### src/rtl/alu_rr_sched.sv
// alu_rr_sched: round-robin arbiter in front of one shared 8-bit ALU.
// Two requesters hand over {opcode, a, b} with valid/ready. The winner's
// operands are latched and executed (multiply takes MUL_LAT cycles, all other
// ops take one cycle). The 15-bit result comes back on a valid/ready response
// channel, tagged with the id of the requester that issued it.
//
// Ports
//   clk, rst              clock, synchronous active-high reset
//   reqN_valid/reqN_ready request handshake for requester N (ready is combinational)
//   reqN_s/reqN_a/reqN_b  opcode and operands for requester N
//   rsp_valid/rsp_ready   response handshake
//   rsp_id, rsp_y         requester tag and 15-bit result
//   busy                  high whenever an operation is in flight or awaiting pickup
module alu_rr_sched #(
    parameter int MUL_LAT = 3
) (
    input  logic        clk,
    input  logic        rst,
    input  logic        req0_valid,
    output logic        req0_ready,
    input  logic [2:0]  req0_s,
    input  logic [7:0]  req0_a,
    input  logic [7:0]  req0_b,
    input  logic        req1_valid,
    output logic        req1_ready,
    input  logic [2:0]  req1_s,
    input  logic [7:0]  req1_a,
    input  logic [7:0]  req1_b,
    output logic        rsp_valid,
    input  logic        rsp_ready,
    output logic        rsp_id,
    output logic [14:0] rsp_y,
    output logic        busy
);

    typedef enum logic [1:0] {IDLE, EXEC, DONE} state_t;

    localparam logic [3:0] MUL_CNT = 4'(MUL_LAT - 1);
    localparam logic [2:0] OP_MUL  = 3'b110;

    state_t      r_state;
    logic [3:0]  r_cnt;
    logic        r_last;
    logic        r_id;
    logic [2:0]  r_s;
    logic [7:0]  r_a;
    logic [7:0]  r_b;

    logic        w_tie;
    logic        w_gnt0;
    logic        w_gnt1;
    logic        w_acc;
    logic [2:0]  w_s;
    logic [7:0]  w_a_in;
    logic [7:0]  w_b_in;
    logic [14:0] w_a;
    logic [14:0] w_b;
    logic [14:0] w_y;

    // On a tie the requester that did not win last time gets the grant.
    // A lone requester is served without touching the fairness pointer.
    assign w_tie  = req0_valid & req1_valid;
    assign w_gnt1 = req1_valid & (~req0_valid | ~r_last);
    assign w_gnt0 = req0_valid & ~w_gnt1;

    assign req0_ready = (r_state == IDLE) & w_gnt0;
    assign req1_ready = (r_state == IDLE) & w_gnt1;
    assign w_acc      = req0_ready | req1_ready;
    assign busy       = (r_state != IDLE);

    assign w_s    = w_gnt1 ? req1_s : req0_s;
    assign w_a_in = w_gnt1 ? req1_a : req0_a;
    assign w_b_in = w_gnt1 ? req1_b : req0_b;

    // Operands are zero-extended so every op wraps at 15 bits.
    assign w_a = {7'd0, r_a};
    assign w_b = {7'd0, r_b};

    always_comb begin
        w_y = '0;
        case (r_s)
            3'b000:  w_y = w_a + w_b;
            3'b001:  w_y = w_a - w_b;
            3'b010:  w_y = w_a & w_b;
            3'b011:  w_y = ~w_a;
            3'b100:  w_y = w_a | w_b;
            3'b101:  w_y = w_a ^ w_b;
            3'b110:  w_y = w_a * w_b;
            default: w_y = ~(w_a ^ w_b);
        endcase
    end

    always_ff @(posedge clk) begin
        if (rst) begin
            r_state   <= IDLE;
            r_cnt     <= '0;
            r_last    <= 1'b1;
            r_id      <= 1'b0;
            r_s       <= '0;
            r_a       <= '0;
            r_b       <= '0;
            rsp_valid <= 1'b0;
            rsp_id    <= 1'b0;
            rsp_y     <= '0;
        end else begin
            case (r_state)
                IDLE: begin
                    if (w_acc) begin
                        r_state <= EXEC;
                        r_id    <= w_gnt1;
                        r_s     <= w_s;
                        r_a     <= w_a_in;
                        r_b     <= w_b_in;
                        r_cnt   <= (w_s == OP_MUL) ? MUL_CNT : 4'd0;
                        if (w_tie)
                            r_last <= w_gnt1;
                    end
                end
                EXEC: begin
                    if (r_cnt == 4'd0) begin
                        rsp_y     <= w_y;
                        rsp_id    <= r_id;
                        rsp_valid <= 1'b1;
                        r_state   <= DONE;
                    end else begin
                        r_cnt <= r_cnt - 4'd1;
                    end
                end
                DONE: begin
                    if (rsp_ready) begin
                        rsp_valid <= 1'b0;
                        r_state   <= IDLE;
                    end
                end
                default: r_state <= IDLE;
            endcase
        end
    end

endmodule
### config.mk
export PLATFORM = sky130hd
export DESIGN_NAME = alu_rr_sched
export DESIGN_NICKNAME = d
export VERILOG_FILES = /design/src/rtl/alu_rr_sched.sv
export SDC_FILE = /design/constraint.sdc
export NUM_CORES = 1
export LEC_CHECK = 0
export ABC_AREA = 1
export CORE_MARGIN = 2
export CORE_UTILIZATION = 59
export CTS_BUF_LIST = sky130_fd_sc_hd__clkbuf_4 sky130_fd_sc_hd__clkbuf_8
export DETAILED_ROUTE_END_ITERATION = 7
export PLACE_DENSITY = 0.83
export SYNTH_ARGS = -nofsm -noshare
export SYNTH_HDL_FRONTEND = slang
export SYNTH_SLANG_ARGS = --single-unit
### constraint.sdc
create_clock -name clk -period 4.7 [get_ports clk]
set_input_delay 1.41 -clock clk [delete_from_list [all_inputs] [get_ports clk]]
set_output_delay 1.41 -clock clk [all_outputs]
set_load 0.05 [all_outputs]
==> flow_summary.json <==
{
  "criticalPathCategory": "flip-flop to flip-flop",
  "syn_inst": 839,
  "syn_nets": 979,
  "min-delay-start": "rsp_y[2]$_SDFFE_PP0P_",
  "p_switching_w": 0.00117,
  "nets": 1016,
  "critPathMaxFanout": 12,
  "clk_latency_ps": 310,
  "hpwl_um": 12300,
  "syn_area_sq_um": 5450,
  "rsz0062_at_grt": "no",
  "cp-start-kind": "flip-flop",
  "switching_share": 0.515,
  "end_kind": "flip-flop",
  "slew_viol_final": 0,
  "port_buffers": 62,
  "worstRegToRegCells": 16,
  "synth-edff-count": 0,
  "worst_slew_pin_slew_ps": 829,
  "hold_violations": 0,
  "final_cell_mix": "nand2_1, inv_1, ha_1, clkdlybuf4s50_1, nand3_1",
  "drt-met1-wl_um": 6930,
  "top_layer_used": "met4",
  "setup_ws_ps": 374,
  "min_period_ps": 4330,
  "synth-seq-cells": 44,
  "synth_top_area_cell": "dfxtp_1",
  "peakVddDrop_mv": 0.197,
  "grt_pass1_vias": 5234,
  "drtAntennaViolNets": 0,
  "die_h_um": 100,
  "async_flop_share": 0,
  "drt-wirelength-per-cell_um": 15.3,
  "min_to": "rsp_y[2]$_SDFFE_PP0P_",
  "cts_resized": 0,
  "drtPass1Iterations": 6,
  "route.met2.wl_um": 6940,
  "gp_congestion": 1.01,
  "vias_per_cell": 5.49,
  "rrSetupSlack_ps": 370,
  "avgSynthCellArea_sq_um": 6.49,
  "dieWidth_um": 100,
  "max_freq_mhz": 231,
  "ys_warn_count": 0,
  "drt_iter0_markers": 418,
  "drive_above_1_share": 0.0388,
  "setup_violations": 0,
  "grt_max_degree": 37,
  "numCtsBuffers": 5,
  "htree_num_levels": 2,
  "cts_tree": "done",
  "status": "finished, final reports clean",
  "wirelength_um": 15100,
  "clock_path_buffers": 2,
  "power_frac_clock": 0.134,
  "final_common_cell": "nand2_1",
  "min_path_cells": 2,
  "clock-skew-final_ps": 11.3,
  "max_slew_margin": 0.447,
  "clock-sinks": 44,
  "post_cts_buffers": 0,
  "post-route-drc-count": 0,
  "p_comb_frac": 0.616,
  "dr_wl_met3_um": 1050,
  "grt_usage": 0.312,
  "crit_arrival_ps": 4530,
  "num_rows": 35,
  "cp.required_ps": 4900,
  "power_frac_seq": 0.250,
  "rr_endpoint": "rsp_y[9]$_SDFFE_PP0P_",
  "num_antenna_cells": 0,
  "cts-root-buf": "clkbuf_8",
  "ys_types": 39,
  "r2r-start": "r_a[4]$_SDFFE_PP0P_",
  "ys_seq_area_frac": 0.162,
  "yosys-top-cells-area": "dfxtp_1, nand2_1, ha_1",
  "cts_hold_buf": 0,
  "coreArea_sq_um": 9110,
  "fin_crit_sh": 0.920,
  "vias": 5420,
  "num-fill-cells": 823,
  "min_path_type": "flip-flop to flip-flop",
  "area_growth_pct": 13.8,
  "leakagePower_nw": 3.39,
  "die-area_sq_um": 10000,
  "initial_core_util": 0.598,
  "power-per-cell-area_nw_per_um2": 367,
  "cap_violations": 0,
  "synth_ff_type": "dfxtp_1",
  "globalRouteOverflowTotal": 0,
  "place_worst_setup_slack_ps": 392,
  "grt_pass1_wl_um": 24800,
  "antenna_found_initial": 0,
  "clk_pin_slew_ps": 90,
  "synth_top_area_share": 0.162,
  "p_int_w": 0.00110,
  "ioPinCount": 63,
  "setup_tns_ps": 0
}
kinds of logic (layout without fill, tap and decap cells):
| family | after synthesis | count (layout) | share of synthesized area |
|---|---|---|---|
| adder cells (fa/ha/maj) | 97 | 97 | 0.274 |
| AND/OR/NAND/NOR | 356 | 356 | 0.276 |
| buffers and inverters | 206 | 244 | 0.150 |
| flip-flops | 44 | 44 | 0.162 |
| XOR/XNOR | 4 | 4 | 0.00643 |
| AO/OA/AOI/OAI | 130 | 130 | 0.128 |
| multiplexers | 2 | 2 | 0.00367 |
metal layers:
metal	track usage	vias to the layer above
met4	0.0622	0
met5	0	-
li1	-	2698
met2	0.518	213
met3	0.0390	16
met1	0.440	2493
synth_stat cells (3+ instances only):
master	n
nand2_1	217
inv_1	159
ha_1	60
nand3_1	57
a21oi_1	52
nor2_1	50
o21ai_0	48
dfxtp_1	44
fa_1	37
clkbuf_1	21
a31oi_1	17
nand4_1	12
buf_2	9
inv_2	7
o22ai_1	5
buf_4	4
nand3b_1	4
nor2_2	4
nor3_1	3
xnor2_1	3
area by class of cell:
cell class                 count  area (sq um)  share of cell area
clock buffer                   5          68.8              0.0111
clock inverter                 3          46.3             0.00747
inverter                     168           633               0.102
multi-input combinational    589          3750               0.604
sequential                    44           881               0.142
tap                          111           139              0.0224
timing repair buffer          68           686               0.111
metrics by stage:
stage          std cells  total power (W)  utilization  hold slack (ps)  cell area [sq um]
5_1_grt              988          0.00247        0.681              494               6200
3_3_place_gp         980          0.00192        0.668              450               6090
4_1_cts              988          0.00226        0.681              472               6200
3_5_place_dp         980          0.00195        0.668              458               6090
2_1_floorplan        839          0.00156            -              436               5450
6_report             988          0.00227        0.681              468               6200
state kept, by name, summed over array words and instances, names as in the netlist:
register and count:
r_last 1, r_a 8, r_state 2, r_cnt 4, rsp_id 1, rsp_y 15, r_s 3, r_b 8
r_id 1, rsp_valid 1
how the worst max path moves through the flow:
| stage | start | cells past startpoint | slack [ps] | end |
|---|---|---|---|---|
| 5_1_grt | r_a[4]$_SDFFE_PP0P_ | 16 | 100 | rsp_y[9]$_SDFFE_PP0P_ |
| 3_3_place_gp | r_a[0]$_SDFFE_PP0P_ | 16 | 500 | rsp_y[10]$_SDFFE_PP0P_ |
| 4_1_cts | r_a[4]$_SDFFE_PP0P_ | 16 | 390 | rsp_y[9]$_SDFFE_PP0P_ |
| 6_report | r_a[4]$_SDFFE_PP0P_ | 16 | 370 | rsp_y[9]$_SDFFE_PP0P_ |
| 3_5_place_dp | r_a[4]$_SDFFE_PP0P_ | 16 | 390 | rsp_y[9]$_SDFFE_PP0P_ |
| 2_1_floorplan | r_a[1]$_SDFFE_PP0P_ | 17 | 540 | rsp_y[10]$_SDFFE_PP0P_ |
power groups by stage:
| stage | Sequential [W] | Clock, W | Combinational [W] |
|---|---|---|---|
| after CTS | 0.000567 | 0.000308 | 0.00138 |
| after detailed placement | 0.000575 | 0 | 0.00137 |
| after global routing | 0.000580 | 0.000328 | 0.00157 |
| after floorplan | 0.000616 | 0 | 0.000940 |
| final | 0.000569 | 0.000305 | 0.00140 |
| after global placement | 0.000569 | 0 | 0.00135 |
critical path, stage by stage (launching register included):
cell	delay, ps
dfxtp_1	570
ha_1	370
fa_1	450
fa_1	470
fa_1	550
inv_1	60
fa_1	540
inv_1	40
ha_1	360
a21oi_1	190
o21ai_0	140
a21oi_1	190
nand2_1	70
nand2_1	60
nor2_1	40
nor2_1	80
nor2_1	40
No activity file was read; power rests on OpenSTA's default activity.
